### config.mk
export PLATFORM = sky130hd
export DESIGN_NAME = mmio_input_port
export DESIGN_NICKNAME = d
export VERILOG_FILES = /design/src/rtl/mmio_defs.sv /design/src/rtl/input_debounce_bit.sv /design/src/rtl/mmio_input_port.sv
export SDC_FILE = /design/constraint.sdc
export NUM_CORES = 1
export LEC_CHECK = 0
export CORE_MARGIN = 1.5
export CORE_UTILIZATION = 36
export DETAILED_ROUTE_END_ITERATION = 8
export PLACE_DENSITY = 0.83
export SETUP_SLACK_MARGIN = 0.3
export SLEW_MARGIN = 25
export SYNTH_ARGS = -nofsm -noshare
export SYNTH_HDL_FRONTEND = slang
export SYNTH_SLANG_ARGS = --single-unit
### constraint.sdc
create_clock -name clk -period 2.5 [get_ports clk]
set_clock_uncertainty 0.2 [all_clocks]
set_input_delay 0.375 -clock clk [delete_from_list [all_inputs] [get_ports clk]]
set_output_delay 0.375 -clock clk [all_outputs]
set_load 0.05 [all_outputs]
### src/rtl/mmio_defs.sv
// rtl/mmio_defs.sv - shared MMIO address map and register offsets for the input port
package mmio_defs;

  localparam logic [31:0] MMIO_DISP_ADDR  = 32'h4000_0010;
  localparam logic [31:0] MMIO_INPUT_BASE = 32'h4000_0020;
  localparam int          CTRL_IRQ_EN_BIT = 0;

  typedef enum logic [1:0] {
    OFF_SW   = 2'd0,
    OFF_BTN  = 2'd1,
    OFF_EDGE = 2'd2,
    OFF_CTRL = 2'd3
  } mmio_off_e;

  // A 16-byte window: only the upper 28 address bits take part in decode.
  function automatic logic mmio_window_hit(input logic [31:0] addr, input logic [31:0] base);
    return addr[31:4] == base[31:4];
  endfunction

endpackage

### src/rtl/input_debounce_bit.sv
// rtl/input_debounce_bit.sv - 2-flop synchronizer plus optional debounce counter for one input
// Debounce counter present only when MMIO_INPUT_DEBOUNCE_EN is defined.
module input_debounce_bit #(
  parameter logic [15:0] DEBOUNCE_CYCLES = 16'd50000
) (
  input  logic clk,
  input  logic reset,
  input  logic raw,
  output logic stable
);

  if (DEBOUNCE_CYCLES < 16'd2) begin : g_bad_cycles
    $error("DEBOUNCE_CYCLES must be at least 2");
  end

`ifdef MMIO_INPUT_DEBOUNCE_EN
  localparam int CW = $clog2(int'(DEBOUNCE_CYCLES));
  localparam logic [CW-1:0] TERM = CW'(int'(DEBOUNCE_CYCLES) - 1);

  logic          sync1_q, sync2_q, stable_q;
  logic [CW-1:0] cnt_q;

  always_ff @(posedge clk) begin
    if (reset) begin
      sync1_q  <= 1'b0;
      sync2_q  <= 1'b0;
      stable_q <= 1'b0;
      cnt_q    <= '0;
    end else begin
      sync1_q <= raw;
      sync2_q <= sync1_q;
      // Any sample that agrees with stable restarts the count, so glitches never land.
      if (sync2_q != stable_q) begin
        if (cnt_q == TERM) begin
          stable_q <= sync2_q;
          cnt_q    <= '0;
        end else begin
          cnt_q <= cnt_q + 1'b1;
        end
      end else begin
        cnt_q <= '0;
      end
    end
  end
`else
  logic sync_q, stable_q;

  // Without debounce the stable flop doubles as the second synchronizer stage.
  always_ff @(posedge clk) begin
    if (reset) begin
      sync_q   <= 1'b0;
      stable_q <= 1'b0;
    end else begin
      sync_q   <= raw;
      stable_q <= sync_q;
    end
  end
`endif

  assign stable = stable_q;

endmodule

### src/rtl/mmio_input_port.sv
// rtl/mmio_input_port.sv - memory-mapped switch/button input port with edge flags and irq
// Debounce is enabled with MMIO_INPUT_DEBOUNCE_EN; otherwise inputs are only synchronized.
module mmio_input_port
  import mmio_defs::*;
#(
  parameter logic [31:0] BASE_ADDR       = MMIO_INPUT_BASE,
  parameter int          N_SW            = 8,
  parameter int          N_BTN           = 4,
  parameter logic [15:0] DEBOUNCE_CYCLES = 16'd50000
) (
  input  logic             clk,
  input  logic             reset,
  input  logic [31:0]      Address,
  input  logic [31:0]      Write_data,
  input  logic             MemRead,
  input  logic             MemWrite,
  output logic [31:0]      Read_data,
  output logic             Hit,
  input  logic [N_SW-1:0]  switches,
  input  logic [N_BTN-1:0] buttons,
  output logic             irq
);

  logic [N_SW-1:0]  sw_stable;
  logic [N_BTN-1:0] btn_stable;
  logic [N_BTN-1:0] btn_prev_q;
  logic [N_BTN-1:0] edge_q;
  logic [N_BTN-1:0] edge_set, edge_clr;
  logic             irq_en_q, irq_q;
  logic             wr_hit;
  mmio_off_e        offset;

  for (genvar i = 0; i < N_SW; i++) begin : g_sw
    input_debounce_bit #(.DEBOUNCE_CYCLES(DEBOUNCE_CYCLES)) u_db (
      .clk(clk), .reset(reset), .raw(switches[i]), .stable(sw_stable[i])
    );
  end

  for (genvar i = 0; i < N_BTN; i++) begin : g_btn
    input_debounce_bit #(.DEBOUNCE_CYCLES(DEBOUNCE_CYCLES)) u_db (
      .clk(clk), .reset(reset), .raw(buttons[i]), .stable(btn_stable[i])
    );
  end

  assign Hit    = mmio_window_hit(Address, BASE_ADDR);
  assign offset = mmio_off_e'(Address[3:2]);
  assign wr_hit = MemWrite && Hit;

  always_comb begin
    Read_data = 32'h0;
    if (MemRead && Hit) begin
      case (offset)
        OFF_SW:   Read_data = 32'(sw_stable);
        OFF_BTN:  Read_data = 32'(btn_stable);
        OFF_EDGE: Read_data = 32'(edge_q);
        OFF_CTRL: Read_data = {31'h0, irq_en_q};
        default:  Read_data = 32'h0;
      endcase
    end
  end

  assign edge_set = btn_stable & ~btn_prev_q;
  assign edge_clr = (wr_hit && offset == OFF_EDGE) ? Write_data[N_BTN-1:0] : '0;

  always_ff @(posedge clk) begin
    if (reset) begin
      btn_prev_q <= '0;
      edge_q     <= '0;
      irq_en_q   <= 1'b0;
      irq_q      <= 1'b0;
    end else begin
      btn_prev_q <= btn_stable;
      // Set is OR'd after the clear so a fresh edge survives a same-cycle W1C.
      edge_q     <= (edge_q & ~edge_clr) | edge_set;
      irq_q      <= irq_en_q & (|edge_q);
      if (wr_hit && offset == OFF_CTRL) begin
        irq_en_q <= Write_data[CTRL_IRQ_EN_BIT];
      end
    end
  end

  assign irq = irq_q;

  logic unused_bits;
  assign unused_bits = ^{Address[1:0], Write_data[31:N_BTN]};

endmodule

Yosys cells after proc, flatten, opt, wreduce, memory -nomap -nowiden
Cells that the tools add are included.
Widths: inputs -> output; s select.
{"block": "totals", "out_inout_bits": 34, "register_bits": 34, "word_cells": 47, "inputBits": 80}
{"block": "classes", "n_eq_ne": 4, "bitwise": 6, "n_mux": 3, "n_reduce_logical": 6}
{"operator": "$pmux 32 s4", "count": 1}
{"operator": "$mux 32", "count": 1}
{"operator": "$eq 28x27->1 const B", "count": 1}
{"operator": "$and 4x4->4", "count": 2}
{"operator": "$not 4->4", "count": 2}
{"operator": "$eq 2x2->1 const B", "count": 2}
{"operator": "$logic_and 1x1->1", "count": 4}
{"operator": "$mux 4", "count": 1}
{"operator": "$or 4x4->4", "count": 1}
{"operator": "$reduce_or 4->1", "count": 1}
{"operator": "$eq 2x1->1 const B", "count": 1}
{"operator": "$logic_not 2->1", "count": 1}
{"operator": "$and 1x1->1", "count": 1}

Depth between registers and ports, before layout
{"block": "logic_depth", "depth_word": 7, "ltp_mapped": 5, "depth_no_buf": 4}

Cells and area by module
From an unflattened synthesis, not the netlist that was laid out.
{"block": "hier_totals", "cells_unflattened": 146, "hier_area_um2": 1460.2}
{"module": "mmio_input_port", "area_each_um2": 829.5, "n_inst": 1, "seq_area_each_um2": 200.2, "cells_per_inst": 98}
{"module": "input_debounce_bit", "area_each_um2": 52.6, "n_inst": 12, "seq_area_each_um2": 40.0, "cells_per_inst": 4}

Worst setup path before layout
OpenSTA, ideal clock, no wires.
{"block": "synth_path", "kind": "input-to-output", "from": "input Address[18]", "to": "output Read_data[0]", "t_arrival_ps": 2001, "path_buffers": 0, "path_slack_ps": -76, "path_stages": 4, "path_cell_list": "nor4_1 -> nand3_2 -> nor2_2 -> and3_1"}
{"block": "synth_via", "elab_chain_cells": 3}
{"item": "start: declaration", "line_no": "mmio_input_port.sv:13", "rtl": "input logic [31:0] Address,"}
{"item": "$eq 28x27->1", "line_no": "mmio_defs.sv:17", "rtl": "return addr[31:4] == base[31:4];"}
{"item": "net Hit", "line_no": "mmio_input_port.sv:18", "rtl": "output logic Hit,"}
{"item": "$logic_and 1x1->1", "line_no": "mmio_input_port.sv:51", "rtl": "if (MemRead && Hit) begin"}
{"item": "$mux 32", "line_no": "mmio_input_port.sv:51"}
{"item": "end: declaration", "line_no": "mmio_input_port.sv:17", "rtl": "output logic [31:0] Read_data,"}
The timed path passes the listed nets, and every way through them passes these cells.

Final worst setup path
{"block": "layout_path", "from": "input Address[18]", "to": "output Read_data[2]"}
{"block": "layout_via", "elab_chain_cells": 3}
{"item": "$eq 28x27->1", "line_no": "mmio_defs.sv:17"}
{"item": "$logic_and 1x1->1", "line_no": "mmio_input_port.sv:51"}
{"item": "$mux 32", "line_no": "mmio_input_port.sv:51"}
Every way passes these cells.

==> impl_metrics.tcl <==
set metrics [dict create \
    dpl.hpwl_um 2400 \
    min_period_ns 2.19 \
    path_class "primary input to output pin" \
    avgViaCountPerCell 4.30 \
    irDropWorstVdd_v 0.000360 \
    drt_iter0_markers 14 \
    cts_max_level 2 \
    final-setup-viol-count 0 \
    wl_um 2960 \
    final_common_cell "nor2b_1" \
    root_buffer "clkbuf_8" \
    clock_path_buffers 2 \
    pin_count 114 \
    grt_pass1_wl_um 4370 \
    synth_warnings 0 \
    slew_headroom_pct 66.7 \
    first_global_vias 1039 \
    period_share_pct 87.7 \
    dr.pass1.iters 4 \
    final_max_slew_viol_count 0 \
    setup.worst_path.start_class "primary input" \
    finalHoldViolCount 0 \
    layout.nets 303 \
    rr_worst_depth 3 \
    status "completed" \
    post-place-ws_ns -0.0792 \
    n_antenna_cell 0 \
    wl_per_cell_um 10.8 \
    io_buffers 59 \
    synth.cell_area_um2 1480 \
    fin_ws_ns 0.308 \
    antenna_found_initial 0 \
    rsz0062_at_grt "true" \
    synth.distinct_cells 25 \
    rr_startpoint "g_btn[0].u_db.stable" \
    start_util_pct 37.3 \
    final_cell_mix "nor2b_1, dfxtp_1, conb_1, clkdlybuf4s50_1, buf_2" \
    clk_latency_ns 0.28 \
    grt_max_degree 31 \
    drive_gt1_share_pct 30.4 \
    fill_cells 348 \
    cts_tree "yes" \
    cp_data_arrival_time_ns 1.62 \
    grt-ovfl-total 0 \
    syn_to_final_growth_pct 58.2 \
    core_um2 3970 \
    ys_seq_area_share_pct 45.9 \
    synthTopCellsByArea "dfxtp_1, nor2b_1, buf_4" \
    worst_ep_required_time_ns 1.92 \
    powerDensity_nw_per_um2 535 \
    end_kind "output pin" \
    hp-class "flip-flop to flip-flop" \
    cts.sinks 34 \
    maxCapViolCount 0 \
    yosysTopAreaCell "dfxtp_1" \
    num_vias 1178 \
    dp.cells 260 \
    ant_nets 0 \
    place.gp.congestion 0.774 \
    stdcell_count 274 \
    rows 23 \
    final_util_pct 59.0 \
    yosys_register_bits 34 \
    reg2reg_slack_ns 1.41 \
    crit_start "Address[18]" \
    drc 0 \
    dieArea_um2 4510 \
    endpoint "Read_data[2]" \
    die_h_um 67.2 \
    synthDominantCellAreaShare_pct 45.9 \
    avgSynthCellArea_um2 10.0 \
    tightest_slew_ns 0.498 \
    rr_endpoint "edge_q[0]" \
    cts_buffers 5 \
    worst-path-max-fanout 5 \
    max_clock_freq_ghz 0.456 \
    grt.total_usage_pct 13.4 \
    die-width_um 67.2 \
    p_leak_nw 1.01 \
    path_clk_slew_ns 0.06 \
    synthCells 148 \
]
-- worst max-delay path, stage by stage --
cell           delay [ns]
dlygate4sd2_1        0.26
nor4_4               0.18
nand3_2              0.16
buf_6                0.16
nor2_4               0.15
and3_4               0.21
buf_12               0.13
-- metal layers --
metal	wire, um	global-route usage [%]	vias to the layer above	part of all wire (%)
li1	-	-	593	-
met1	1040	12.8	522	35
met2	1470	23.3	56	50
met3	401	6.67	7	14
met4	50	7.40	0	1.7
met5	0	0	-	0
-- logic make-up after synthesis --
kind of cell,share of synthesized area (%)
AO/OA/AOI/OAI,4.73
buffers and inverters,13.4
flip-flops,45.9
multiplexers,3.55
other,0.253
AND/OR/NAND/NOR,32.1
-- area by class of cell --
type                            count  area [um2]  share of cell area [%]
Clock buffer                        7        76.3                    3.26
Clock inverter                      1        30.0                    1.28
Inverter                            1        3.75                   0.160
Multi-Input combinational cell    108         785                    33.5
Sequential cell                    34         681                    29.0
Tap cell                           50        62.6                    2.67
Timing Repair Buffer               73         706                    30.1
-- metrics by stage --
step / instance area [um2] / total power [W] / hold WS (ns) / setup TNS, ns
after floorplan: 1610 / 0.000732 / 0.214 / 0
after global placement: 2210 / 0.000794 / 0.217 / -0.0725
after detailed placement: 2210 / 0.000798 / 0.226 / -0.501
after CTS: 2340 / 0.00127 / 0.241 / 0
after global routing: 2340 / 0.00131 / 0.257 / 0
final: 2340 / 0.00125 / 0.241 / 0
-- registers in the layout, indices dropped and copies added, names as in the netlist --
signal	count
btn_prev_q	4
edge_q	4
g_btn.u_db.stable	4
g_btn.u_db.sync_q	4
g_sw.u_db.stable	8
g_sw.u_db.sync_q	8
irq	1
irq_en_q	1
-- what timing repair did --
item,in CTS,in global routing
buffers inserted,5,1
gates cloned,0,0
endpoints found under the hold margin,0,0
pin swaps,10,10
gates resized for setup,100,8
hold buffers,0,0
endpoints found under the setup margin,9,9
-- Yosys cell counts --
| cell | number |
|---|---|
| nor2b_1 | 37 |
| dfxtp_1 | 34 |
| buf_4 | 24 |
| nor2_1 | 6 |
| and3_1 | 5 |
| nand2_1 | 5 |
| a211oi_1 | 4 |
| and2_1 | 4 |
| clkbuf_1 | 4 |
| o21ai_0 | 4 |
| mux2i_1 | 3 |
| nor4_2 | 3 |
| nor4_1 | 2 |
| nor4b_2 | 2 |
| conb_1 | 1 |
| inv_1 | 1 |
| mux4_2 | 1 |
| nand3_2 | 1 |
| nand4_1 | 1 |
| nand4_2 | 1 |
| nor2_2 | 1 |
| nor3_2 | 1 |
| nor4_4 | 1 |
| o41a_1 | 1 |
| o41ai_1 | 1 |
-- report_power, final --
part	internal (W)	leakage, nW	total (W)	switching, W
sequential	0.000565	0.280	0.000573	0.00000780
combinational	0.0000803	0.676	0.000206	0.000126
clock	0.000298	0.0524	0.000474	0.000176
-- worst min path at each step --
| stage | from | endpoint | slack, ns | depth (start not counted) |
|---|---|---|---|---|
| 3_3_place_gp | g_btn[3].u_db.sync_q | g_btn[3].u_db.stable | 0.22 | 1 |
| 4_1_cts | g_btn[3].u_db.sync_q | g_btn[3].u_db.stable | 0.24 | 1 |
| 5_1_grt | g_sw[0].u_db.sync_q | g_sw[0].u_db.stable | 0.26 | 1 |
| 3_5_place_dp | g_btn[3].u_db.sync_q | g_btn[3].u_db.stable | 0.23 | 1 |
| 2_1_floorplan | g_btn[0].u_db.sync_q | g_btn[0].u_db.stable | 0.21 | 1 |
| 6_report | g_sw[0].u_db.sync_q | g_sw[0].u_db.stable | 0.24 | 1 |
No activity file was read; power rests on OpenSTA's default activity.
